**src/rtl/cache_mem_arbiter_if.sv**
```systemverilog
// Bundles the icache, dcache and burst-memory signals that meet at the arbiter.
// The slave modport is the arbiter's view; the master modport is the caches/memory side.
interface cache_mem_arbiter_if #(
    parameter int ADDR_WIDTH = 32,
    parameter int LINE_WIDTH = 256,
    parameter int BEAT_WIDTH = 64
);
    logic                  i_read;
    logic [ADDR_WIDTH-1:0] i_addr;
    logic [LINE_WIDTH-1:0] i_rdata;
    logic                  i_resp;

    logic                  d_read;
    logic                  d_write;
    logic [ADDR_WIDTH-1:0] d_addr;
    logic [LINE_WIDTH-1:0] d_wdata;
    logic [LINE_WIDTH-1:0] d_rdata;
    logic                  d_resp;

    logic                  mem_read;
    logic                  mem_write;
    logic [ADDR_WIDTH-1:0] mem_addr;
    logic [BEAT_WIDTH-1:0] mem_wdata;
    logic [BEAT_WIDTH-1:0] mem_rdata;
    logic                  mem_resp;

    modport slave (
        input  i_read, i_addr, d_read, d_write, d_addr, d_wdata, mem_rdata, mem_resp,
        output i_rdata, i_resp, d_rdata, d_resp, mem_read, mem_write, mem_addr, mem_wdata
    );

    modport master (
        output i_read, i_addr, d_read, d_write, d_addr, d_wdata, mem_rdata, mem_resp,
        input  i_rdata, i_resp, d_rdata, d_resp, mem_read, mem_write, mem_addr, mem_wdata
    );
endinterface

```
**src/rtl/cache_mem_arbiter.sv**
```systemverilog
// Round-robin arbiter sharing one burst memory port between icache and dcache,
// splitting each cache line into BEATS memory beats and returning a one-cycle response.
module cache_mem_arbiter #(
    parameter int ADDR_WIDTH = 32,
    parameter int LINE_WIDTH = 256,
    parameter int BEAT_WIDTH = 64
) (
    input  logic                 clk,
    input  logic                 rst,
    cache_mem_arbiter_if.slave   bus
);
    localparam int BEATS = LINE_WIDTH / BEAT_WIDTH;
    localparam int CW    = $clog2(BEATS);
    localparam int OFF   = $clog2(LINE_WIDTH / 8);

    typedef enum logic [2:0] {IDLE, I_RD, D_RD, D_WR, DONE} state_e;
    typedef enum logic {GRANT_I, GRANT_D} grant_e;

    state_e                state_q, state_d;
    grant_e                last_q, last_d;
    logic [CW-1:0]         count_q, count_d;
    logic [ADDR_WIDTH-1:0] addr_q, addr_d;

    logic                  load_line;
    logic                  capture;
    logic                  d_req;
    logic [BEAT_WIDTH-1:0] beat_w [BEATS];
    logic [LINE_WIDTH-1:0] line_w;

    assign d_req = bus.d_read | bus.d_write;

    always_ff @(posedge clk) begin
        if (rst) begin
            state_q <= IDLE;
            last_q  <= GRANT_I;
            count_q <= '0;
            addr_q  <= '0;
        end else begin
            state_q <= state_d;
            last_q  <= last_d;
            count_q <= count_d;
            addr_q  <= addr_d;
        end
    end

    // Line buffer held as one register per beat; loaded whole for writebacks, beat-wise for fills.
    for (genvar gi = 0; gi < BEATS; gi++) begin : g_beat
        logic [BEAT_WIDTH-1:0] beat_q;

        always_ff @(posedge clk) begin
            if (rst) begin
                beat_q <= '0;
            end else if (load_line) begin
                beat_q <= bus.d_wdata[gi*BEAT_WIDTH +: BEAT_WIDTH];
            end else if (capture && (count_q == CW'(gi))) begin
                beat_q <= bus.mem_rdata;
            end
        end

        assign beat_w[gi]                            = beat_q;
        assign line_w[gi*BEAT_WIDTH +: BEAT_WIDTH]   = beat_q;
    end

    assign bus.i_rdata = line_w;
    assign bus.d_rdata = line_w;

    always_comb begin
        state_d       = state_q;
        last_d        = last_q;
        count_d       = count_q;
        addr_d        = addr_q;
        load_line     = 1'b0;
        capture       = 1'b0;
        bus.mem_read  = 1'b0;
        bus.mem_write = 1'b0;
        bus.mem_addr  = '0;
        bus.mem_wdata = '0;
        bus.i_resp    = 1'b0;
        bus.d_resp    = 1'b0;

        case (state_q)
            IDLE: begin
                // On a tie the side that did not win last time gets the port.
                if (d_req && (!bus.i_read || last_q == GRANT_I)) begin
                    state_d   = bus.d_write ? D_WR : D_RD;
                    last_d    = GRANT_D;
                    count_d   = '0;
                    addr_d    = {bus.d_addr[ADDR_WIDTH-1:OFF], {OFF{1'b0}}};
                    load_line = bus.d_write;
                end else if (bus.i_read) begin
                    state_d   = I_RD;
                    last_d    = GRANT_I;
                    count_d   = '0;
                    addr_d    = {bus.i_addr[ADDR_WIDTH-1:OFF], {OFF{1'b0}}};
                end
            end
            I_RD, D_RD: begin
                bus.mem_read = 1'b1;
                bus.mem_addr = addr_q;
                if (bus.mem_resp) begin
                    capture = 1'b1;
                    count_d = count_q + 1'b1;
                    if (count_q == CW'(BEATS - 1)) begin
                        state_d = DONE;
                    end
                end
            end
            D_WR: begin
                bus.mem_write = 1'b1;
                bus.mem_addr  = addr_q;
                bus.mem_wdata = beat_w[count_q];
                if (bus.mem_resp) begin
                    count_d = count_q + 1'b1;
                    if (count_q == CW'(BEATS - 1)) begin
                        state_d = DONE;
                    end
                end
            end
            DONE: begin
                bus.i_resp = (last_q == GRANT_I);
                bus.d_resp = (last_q == GRANT_D);
                state_d    = IDLE;
            end
            default: begin
                state_d = IDLE;
            end
        endcase
    end
endmodule

```
**src/flat_wrapper.sv**
```systemverilog
// flat-port wrapper written by rule: the top's interface ports become plain ports
module cache_mem_arbiter_flat 
#(
    parameter int ADDR_WIDTH = 32,
    parameter int LINE_WIDTH = 256,
    parameter int BEAT_WIDTH = 64
)
  (clk, rst, bus_i_read, bus_i_addr, bus_d_read, bus_d_write, bus_d_addr, bus_d_wdata, bus_mem_rdata, bus_mem_resp, bus_i_rdata, bus_i_resp, bus_d_rdata, bus_d_resp, bus_mem_read, bus_mem_write, bus_mem_addr, bus_mem_wdata);
  cache_mem_arbiter_if #(.ADDR_WIDTH(ADDR_WIDTH), .LINE_WIDTH(LINE_WIDTH), .BEAT_WIDTH(BEAT_WIDTH)) bus_i ();
  input  logic clk;
  input  logic rst;
  input wire logic [$bits(bus_i.i_read)-1:0] bus_i_read;
  input wire logic [$bits(bus_i.i_addr)-1:0] bus_i_addr;
  input wire logic [$bits(bus_i.d_read)-1:0] bus_d_read;
  input wire logic [$bits(bus_i.d_write)-1:0] bus_d_write;
  input wire logic [$bits(bus_i.d_addr)-1:0] bus_d_addr;
  input wire logic [$bits(bus_i.d_wdata)-1:0] bus_d_wdata;
  input wire logic [$bits(bus_i.mem_rdata)-1:0] bus_mem_rdata;
  input wire logic [$bits(bus_i.mem_resp)-1:0] bus_mem_resp;
  output wire logic [$bits(bus_i.i_rdata)-1:0] bus_i_rdata;
  output wire logic [$bits(bus_i.i_resp)-1:0] bus_i_resp;
  output wire logic [$bits(bus_i.d_rdata)-1:0] bus_d_rdata;
  output wire logic [$bits(bus_i.d_resp)-1:0] bus_d_resp;
  output wire logic [$bits(bus_i.mem_read)-1:0] bus_mem_read;
  output wire logic [$bits(bus_i.mem_write)-1:0] bus_mem_write;
  output wire logic [$bits(bus_i.mem_addr)-1:0] bus_mem_addr;
  output wire logic [$bits(bus_i.mem_wdata)-1:0] bus_mem_wdata;
  assign bus_i.i_read = bus_i_read;
  assign bus_i.i_addr = bus_i_addr;
  assign bus_i.d_read = bus_d_read;
  assign bus_i.d_write = bus_d_write;
  assign bus_i.d_addr = bus_d_addr;
  assign bus_i.d_wdata = bus_d_wdata;
  assign bus_i.mem_rdata = bus_mem_rdata;
  assign bus_i.mem_resp = bus_mem_resp;
  assign bus_i_rdata = bus_i.i_rdata;
  assign bus_i_resp = bus_i.i_resp;
  assign bus_d_rdata = bus_i.d_rdata;
  assign bus_d_resp = bus_i.d_resp;
  assign bus_mem_read = bus_i.mem_read;
  assign bus_mem_write = bus_i.mem_write;
  assign bus_mem_addr = bus_i.mem_addr;
  assign bus_mem_wdata = bus_i.mem_wdata;
  cache_mem_arbiter #(.ADDR_WIDTH(ADDR_WIDTH), .LINE_WIDTH(LINE_WIDTH), .BEAT_WIDTH(BEAT_WIDTH)) u_core (.clk(clk), .rst(rst), .bus(bus_i));
endmodule
```
**config.mk**
```make
export PLATFORM = sky130hd
export DESIGN_NAME = cache_mem_arbiter_flat
export DESIGN_NICKNAME = d
export VERILOG_FILES = /design/src/rtl/cache_mem_arbiter_if.sv /design/src/rtl/cache_mem_arbiter.sv /design/src/flat_wrapper.sv
export SDC_FILE = /design/constraint.sdc
export NUM_CORES = 1
export LEC_CHECK = 0
export ABC_CLOCK_PERIOD_IN_PS = 2700
export CAP_MARGIN = 30
export CORE_AREA = 2 2 394 396
export CTS_CLUSTER_SIZE = 14
export DETAILED_ROUTE_END_ITERATION = 7
export DIE_AREA = 0 0 396 398
export MAX_ROUTING_LAYER = met4
export PLACE_DENSITY = 0.4
export SYNTH_ARGS = -nofsm -noshare
export SYNTH_HDL_FRONTEND = slang
export SYNTH_SLANG_ARGS = --single-unit
```
**constraint.sdc**
```tcl
create_clock -name clk -period 2.7 [get_ports clk]
set_input_delay 0.81 -clock clk [delete_from_list [all_inputs] [get_ports clk]]
set_output_delay 0.81 -clock clk [all_outputs]
set_load 0.02 [all_outputs]
```
==> impl_metrics.tcl, run 1 <==
set metrics [dict create \
    max-cap-violations 0 \
    drv_slew 0 \
    vdd_drop_max_mv 0.380 \
    critical_path_class "reg2out" \
    fill_cells 16735 \
    slowest_delay_ns 0.58 \
    yosysMostFrequentCell "dfxtp_1" \
    critical_path.top_delay_family "multiplexers" \
    place_area_mm2 0.0284 \
    slew_headroom_pct 59.1 \
    die_x_um 396 \
    period_needed_ns 3.15 \
    async_flop_share_pct 0 \
    grt_pass1_vias 17800 \
    ys_types 38 \
    grt_overflow_total 0 \
    ys_seq_area_share_pct 34.6 \
    tightestPinTransition_ns 0.613 \
    coreArea_mm2 0.153 \
    status "complete, but fails checks" \
    fmax_mhz 317 \
    fin_area_mm2 0.0308 \
    powerDensity_mw_per_mm2 681 \
    path_cells "buf_16 -> buf_12 -> mux4_2 -> and3_4 -> buf_12" \
    start_util_pct 10.9 \
    seq_area_mm2 0.00581 \
    antenna_found_initial 36 \
    area_delta_synth_final_pct 83.9 \
    finalSetupViolations 64 \
    wl_um 132000 \
    drc 0 \
    cp-startpoint "u_core.count_q[1]" \
    syn_area_mm2 0.0167 \
    yosys_warnings 0 \
    die_y_um 398 \
    whs_ns 0.520 \
    ff2ff_setup_slack_ns 0.33 \
    worst_slack_ns -0.454 \
    multi_input_area_mm2 0.00851 \
    cp_num_buf_inv 3 \
    worst_setup_path_end_kind "output pin" \
    synth_common_cells "dfxtp_1, buf_4, o221a_2, o31a_1, clkbuf_1" \
    vias_per_cell 4.00 \
    place.gp.congestion 0.911 \
    cts_htree_levels 2 \
    hold_class "reg2reg" \
    grt_max_degree 89 \
    fin_skew_ns 0.0369 \
    path_clk_slew_ns 0.06 \
    power_mw 21.0 \
    synth_top_area_share_pct 34.6 \
    clkSinkCount 289 \
    critPathLaunchType "flip-flop" \
    cts_root_buffer "clkbuf_16" \
    yosys.area.top_type "dfxtp_1" \
    vias 17758 \
    ys_ff_latch 289 \
    path_max_fanout 7 \
    first_pass_iters 5 \
    io_buffers 986 \
    insertion_delay_ns 0.61 \
    synth_ff_type "dfxtp_1" \
    post-dp-hpwl_um 102000 \
    grt_pass1_wl_um 172000 \
    wl_per_cell_um 29.8 \
    netlist_top_cells_area "dfxtp_1, o221a_2, o31a_1" \
    final_nets 2737 \
    dieArea_mm2 0.158 \
    rows 144 \
    crit_arrival_ns 2.34 \
    ant_nets 0 \
    synth.avg_cell_area_um2 10.7 \
    hold_viol 0 \
    cts_hold_buf 0 \
    io_pins 1002 \
    grt_use_total_pct 16.4 \
    synth_cells 1569 \
    cts_buffers 42 \
    synth_edf_count 0 \
    drive_gt1_share_pct 32.0 \
    finalCritPeriodShare_pct 117 \
    timing.rr.start "u_core.count_q[1]" \
    crit_slowest_cell "mux4_2" \
    drt_iter0_drc 1374 \
    cts_tree "built" \
    grt_setup_unrepaired "true" \
    required_ns 1.89 \
    worstHoldStart "u_core.addr_q[22]" \
    failed_checks "negative setup slack" \
    cts.path.max_buffers 3 \
    power.leakage_nw 11.0 \
    crit_top_cell "buf_12" \
]
==> logic make-up (layout without fill, tap and decap cells) <==
kind of cell               count (synthesis)  after routing  share of synthesized area [%]
AOI/OAI and AO/OA                        582            582                           33.8
buffers and inverters                    451           1254                           16.9
DFF                                      289            289                           34.6
and+or+nand+nor                          176            176                           5.63
muxes                                     64             64                           8.61
adders and majority gates                  4              4                          0.299
xor gates and xnor gates                   2              2                          0.150
other                                      1             24                         0.0224
==> flip-flops by register name, indices dropped and copies added, names as in the netlist <==
register,count
u_core.last_q,1
u_core.state_q,3
u_core.count_q,2
u_core.addr_q,27
u_core.g_beat.beat_q,256
==> stage by stage <==
step | std cells | setup TNS, ns | utilization [%] | worst slack, ns
4_1_cts | 4408 | -28.64 | 19.9 | -0.541
5_1_grt | 4434 | -27.68 | 20.1 | -0.515
2_1_floorplan | 1573 | 0 | - | 0.166
3_5_place_dp | 4303 | -0.606 | 18.5 | -0.0709
6_report | 4439 | -21.70 | 20.1 | -0.454
3_3_place_gp | 4303 | -0.482 | 18.5 | -0.0610
==> where the power goes <==
group	switching, mW	internal (mW)
Combinational	4.79	4.30
Sequential	1.00	4.94
Clock	2.36	3.59
==> worst paths after layout <==
kind / cells past startpoint / endpoint
setup / recovery: 5 / bus_mem_wdata[16]
hold reg to reg: 2 / u_core.addr_q[22]
hold / removal: 2 / u_core.addr_q[22]
setup reg to reg: 10 / u_core.g_beat[0].beat_q[22]
==> metal layers <==
metal	vias up	global-route usage, %	share of wire [%]
li1	7643	-	-
met5	-	-	0
met3	140	3.57	6.5
met1	9086	20.2	42
met4	0	3.64	2.1
met2	889	27.1	49
==> layout by cell type, fill, tap and decap left out, types with 5 or more instances in the layout <==
cell	Yosys	layout
buf_16	0	8
dlygate4sd2_1	0	38
clkbuf_16	0	46
buf_2	17	11
o31a_1	256	256
clkbuf_1	146	8
dfxtp_2	0	9
and2_4	0	8
buf_6	19	30
and3_4	0	45
a21oi_1	31	31
conb_1	1	5
and2_1	27	18
buf_4	261	133
clkdlybuf4s15_2	0	10
and3_1	65	20
clkinv_2	0	8
o221a_2	256	256
clkbuf_8	0	10
buf_12	0	84
nand2_1	60	60
nand3b_1	5	5
dfxtp_1	289	276
a311oi_1	27	27
dlymetal6s2s_1	0	6
clkdlybuf4s50_1	0	841
diode_2	0	19
mux4_2	64	64
==> worst reg2reg max path, stage by stage (launching register included) <==
cell and delay, ns:
dfxtp_4 0.38, buf_6 0.15, buf_16 0.15, buf_4 0.16
buf_4 0.16, inv_1 0.07, ha_1 0.20, nand3b_1 0.14
o22ai_4 0.24, buf_12 0.25, o221a_2 0.39
==> cell type report <==
type                            instances  area share (%)
Sequential cell                       289            18.9
Inverter                                5          0.0853
Clock inverter                         14           0.504
Tap cell                             2044            8.30
Multi-Input combinational cell        833            27.6
Clock buffer                           63            4.20
Timing Repair Buffer                 1172            40.3
Antenna cell                           19           0.154
==> what timing repair did <==
item | in CTS | in global routing
setup buffers | 22 | 13
gates cloned | 7 | 1
resized for setup | 283 | 74
pin swaps | 14 | 3
endpoints found under the setup margin | 138 | 89
Note: power is estimated with default switching activity, not from simulation.
==> run 2: changes to the inputs <==
Settings changed: MAX_ROUTING_LAYER met4 to not set, SETUP_SLACK_MARGIN set to 0.02.
==> impl_metrics.tcl, run 2 (same netlist as run 1, synthesis figures left out) <==
set metrics [dict create \
    tightestPinTransition_ns 0.624 \
    layout.cells.non_filler 4435 \
    largest_register_ffs 256 \
    crit_arrival_ns 2.34 \
    status "complete, but fails checks" \
    wl_um 132000 \
    wl_per_cell_um 29.8 \
    ant_nets 0 \
    final_nets 2744 \
    power.leakage_nw 11.1 \
    cts_buffers 42 \
    critPathLaunchType "flip-flop" \
    fmax_mhz 317 \
    io_pins 1002 \
    critical_path_class "reg2out" \
    vdd_drop_max_mv 0.377 \
    antenna_found_initial 36 \
    finalCritPeriodShare_pct 117 \
    required_ns 1.89 \
    drive_gt1_share_pct 32.9 \
    path_clk_slew_ns 0.07 \
    post-dp-hpwl_um 102000 \
    cts_htree_levels 2 \
    swShare_pct 38.7 \
    fin_skew_ns 0.0368 \
    seqPwrFrac_pct 28.2 \
    cts_hold_buf 0 \
    powerDensity_mw_per_mm2 682 \
    finalSetupViolations 64 \
    worst_slack_ns -0.454 \
    hold_class "reg2reg" \
    grt_setup_unrepaired "true" \
    vias_per_cell 4.00 \
    place_area_mm2 0.0284 \
    slew_headroom_pct 58.4 \
    setup-tns-final_ns -21.86 \
    start_util_pct 10.9 \
    p_sw_mw 8.15 \
    drc 0 \
    first_pass_iters 5 \
    pre_cts_slack_ns -0.0709 \
    cts.path.max_buffers 3 \
    cts_tree "built" \
    dieArea_mm2 0.158 \
    regMostFlops "u_core.g_beat.beat_q" \
    grt_pass1_wl_um 173000 \
    clkSinkCount 289 \
    worst_setup_path_end_kind "output pin" \
    vias 17742 \
    grt_use_total_pct 15.9 \
    rows 144 \
    reg_top3 "u_core.g_beat.beat_q: 256 flops, u_core.addr_q: 27 flops, u_core.state_q: 3 flops" \
    grt_pass1_vias 17826 \
    period_needed_ns 3.15 \
    failed_checks "negative setup slack" \
    die_x_um 396 \
    drv_slew 0 \
    hold_viol 0 \
    place.gp.congestion 0.896 \
    fill_cells 16724 \
    p_comb_share_pct 43.5 \
    clkPwrFrac_pct 28.2 \
    intPower_mw 12.9 \
    grt_overflow_total 0 \
    die_y_um 398 \
    path_max_fanout 7 \
    layout_common_cells "clkdlybuf4s50_1, dfxtp_1, o31a_1, o221a_2, buf_4" \
    area_delta_synth_final_pct 84.3 \
    cts_root_buffer "clkbuf_16" \
    grt_max_degree 89 \
    insertion_delay_ns 0.61 \
    max-cap-violations 0 \
    fin_area_mm2 0.0309 \
    placedCellCount 4303 \
    io_buffers 986 \
    final_common_cell "clkdlybuf4s50_1" \
    drt_iter0_drc 1377 \
    coreArea_mm2 0.153 \
]
## run 2: cell count changes in the layout (fill, tap and decap cells not counted), moves of 6 or more
cell and delta:
buf_4 +6, diode_2 -11, dfxtp_1 -7, clkdlybuf4s50_1 -11, dlygate4sd2_1 +11, and2_1 -6, dfxtp_2 +7, and2_4 +6
## run 2: final cells by class
type / count / area (um2) / area share [%]
repair buffers: 1179 / 12500 / 40.4
multi-input cells: 833 / 8520 / 27.6
flip-flops and latches: 289 / 5820 / 18.9
well taps: 2044 / 2560 / 8.29
clock buffers: 63 / 1290 / 4.19
clock inverters: 14 / 155 / 0.503
inverters: 5 / 26.3 / 0.0851
diodes: 8 / 20.0 / 0.0649
## run 2: metal layers
metal	up-vias	global-route usage, %	part of all wire (%)
li1	7633	-	-
met1	9028	20.1	42
met2	905	27.1	49
met3	160	3.76	7.0
met4	16	3.75	2.4
met5	-	0	0.082
## run 2: power by group through the flow
stage	Combinational, mW	Sequential, mW	Clock, mW
2_1_floorplan	3.96	6.22	0
3_3_place_gp	8.94	6.03	0
3_5_place_dp	8.91	6.03	0
4_1_cts	9.22	5.95	6.14
5_1_grt	9.56	6.01	6.27
6_report	9.16	5.94	5.94
## run 2: worst max-delay path, stage by stage (launching register included)
cell and delay, ns:
dfxtp_4 0.41, buf_16 0.20, buf_12 0.16, mux4_2 0.58, and3_4 0.21, buf_12 0.12
## run 2: metrics by stage
step	utilization (%)	hold WS, ns	total power [mW]
global placement	18.5	0.515	15.0
CTS	20.0	0.521	21.3
floorplan	-	0.488	10.2
finish	20.1	0.521	21.0
global route	20.1	0.550	21.8
detailed placement	18.5	0.512	14.9
## run 2: worst paths after layout
| path | start | to | slack [ns] | depth (start not counted) |
|---|---|---|---|---|
| min reg2reg | u_core.addr_q[22] | u_core.addr_q[22] | 0.52 | 2 |
| max reg2reg | u_core.count_q[1] | u_core.g_beat[0].beat_q[26] | 0.34 | 10 |
| min | u_core.addr_q[22] | u_core.addr_q[22] | 0.52 | 2 |
| max | u_core.count_q[1] | bus_mem_wdata[16] | -0.45 | 5 |
## run 2: timing repair
| action | CTS | global route |
|---|---|---|
| endpoints found under the hold margin | 0 | 0 |
| endpoints found under the setup margin | 160 | 87 |
| cloned | 10 | 0 |
| pin swaps | 20 | 6 |
| setup buffers | 25 | 16 |
| resized for setup | 341 | 62 |
==> run 3: changes to the inputs <==
Settings changed: SKIP_LAST_GASP set to 1.
==> impl_metrics.tcl, run 3 (same netlist as run 1, synthesis figures left out) <==
set metrics [dict create \
    crit_slowest_cell "mux4_2" \
    post-dp-hpwl_um 102000 \
    grt_pass1_vias 17822 \
    slew_headroom_pct 57.6 \
    intPower_mw 12.9 \
    wl_per_cell_um 29.8 \
    cp_num_buf_inv 3 \
    final_common_cell "clkdlybuf4s50_1" \
    failed_checks "negative setup slack" \
    final_nets 2750 \
    cts_root_buffer "clkbuf_16" \
    wl_um 132000 \
    grt_max_degree 89 \
    worst_setup_path_end_kind "output pin" \
    finalCritPeriodShare_pct 117 \
    cts_buffers 42 \
    coreArea_mm2 0.153 \
    setup-tns-final_ns -22.35 \
    die_y_um 398 \
    critical_path.top_delay_family "multiplexers" \
    swShare_pct 38.8 \
    seqPwrFrac_pct 28.2 \
    regMostFlops "u_core.g_beat.beat_q" \
    whs_ns 0.518 \
    vias_per_cell 4.02 \
    area_delta_synth_final_pct 84.8 \
    grt_setup_unrepaired "true" \
    cts_tree "built" \
    largest_register_ffs 256 \
    cts_htree_levels 2 \
    place_area_mm2 0.0284 \
    slowest_delay_ns 0.57 \
    drc 0 \
    worst_slack_ns -0.464 \
    first_pass_iters 5 \
    hold_viol 0 \
    critical_path_class "reg2out" \
    insertion_delay_ns 0.61 \
    io_pins 1002 \
    pre_cts_slack_ns -0.0709 \
    reg_top3 "u_core.g_beat.beat_q: 256 flops, u_core.addr_q: 27 flops, u_core.state_q: 3 flops" \
    ant_nets 0 \
    start_util_pct 10.9 \
    vdd_drop_max_mv 0.378 \
    powerDensity_mw_per_mm2 681 \
    finalSetupViolations 64 \
    p_sw_mw 8.16 \
    clkSinkCount 289 \
    ff2ff_setup_slack_ns 0.33 \
    fin_area_mm2 0.0309 \
    path_clk_slew_ns 0.06 \
    drt_iter0_drc 1367 \
    io_buffers 986 \
    tightestPinTransition_ns 0.637 \
    critPathLaunchType "flip-flop" \
    placedCellCount 4303 \
    cts.path.max_buffers 3 \
    max-cap-violations 0 \
    grt_pass1_wl_um 173000 \
    grt_use_total_pct 15.9 \
    required_ns 1.89 \
    dieArea_mm2 0.158 \
    die_x_um 396 \
    fmax_mhz 316 \
    status "complete, but fails checks" \
    crit_top_cell "buf_12" \
    period_needed_ns 3.16 \
    p_comb_share_pct 43.6 \
    hold_class "reg2reg" \
    layout_common_cells "clkdlybuf4s50_1, dfxtp_1, o31a_1, o221a_2, buf_4" \
    vias 17881 \
    clkPwrFrac_pct 28.2 \
    rows 144 \
    path_max_fanout 8 \
    antenna_found_initial 36 \
    place.gp.congestion 0.896 \
    path_cells "buf_16 -> buf_12 -> mux4_2 -> and3_4 -> buf_12" \
    power.leakage_nw 11.1 \
    layout.cells.non_filler 4443 \
    fill_cells 16738 \
    crit_arrival_ns 2.35 \
    drv_slew 0 \
    drive_gt1_share_pct 32.9 \
    grt_overflow_total 0 \
    fin_skew_ns 0.0351 \
]
[run 3: cell types whose count changed in the layout (fill, tap and decap cells not counted), sizes merged]
cell	delta
clkdlybuf4s15	-1
buf	-4
clkbuf	+9
diode	+2
dlygate4sd2	+1
bufbuf	+1
[run 3: repair_timing]
item                                    CTS  global route
buffers inserted                         25            22
gates cloned                             10             0
endpoints found under the setup margin  160            96
pin swaps                                 7            21
hold buffers                              0             0
gates resized for setup                 292           109
[run 3: worst paths after layout]
path	startpoint	to	cells past startpoint
max reg2reg	u_core.count_q[1]	u_core.g_beat[0].beat_q[63]	10
max	u_core.count_q[1]	bus_mem_wdata[16]	5
min reg2reg	u_core.addr_q[17]	u_core.addr_q[17]	2
min	u_core.addr_q[17]	u_core.addr_q[17]	2
[run 3: area by class of cell]
class                   instances  area [um2]  share of cell area, %
repair buffers               1185       12500                   40.5
well taps                    2044        2560                   8.27
multi-input cells             833        8520                   27.5
clock inverters                14         155                  0.502
clock buffers                  63        1290                   4.18
flip-flops and latches        289        5820                   18.8
inverters                       5        26.3                 0.0849
diodes                         10        25.0                 0.0809
[run 3: worst register-to-register path: cells and delay by family (launching register included)]
| kind | cells | cell delay (ns) |
|---|---|---|
| adders and majority gates | 1 | 0.21 |
| AOI/OAI and AO/OA | 2 | 0.63 |
| DFF | 1 | 0.38 |
| buffers and inverters | 6 | 0.94 |
| and+or+nand+nor | 1 | 0.14 |
[run 3: metal layers]
layer | GRT usage [%] | vias up | wire length [um] | part of all wire (%)
li1 | - | 7654 | - | -
met1 | 20.1 | 9111 | 55100 | 42
met2 | 27.1 | 940 | 64300 | 49
met3 | 3.78 | 162 | 9670 | 7.3
met4 | 3.75 | 14 | 3130 | 2.4
met5 | 0 | - | 89 | 0.067
[run 3: power groups by stage]
stage / combinational, mW / sequential [mW] / clock, mW
finish: 9.17 / 5.94 / 5.94
global route: 9.56 / 6.01 / 6.27
CTS: 9.21 / 5.95 / 6.14
detailed placement: 8.91 / 6.03 / 0
global placement: 8.94 / 6.03 / 0
floorplan: 3.96 / 6.22 / 0
[run 3: through the flow]
step,util (%),total power [mW]
3_5_place_dp,18.5,14.9
4_1_cts,19.9,21.3
2_1_floorplan,-,10.2
5_1_grt,20.2,21.8
3_3_place_gp,18.5,15.0
6_report,20.2,21.1
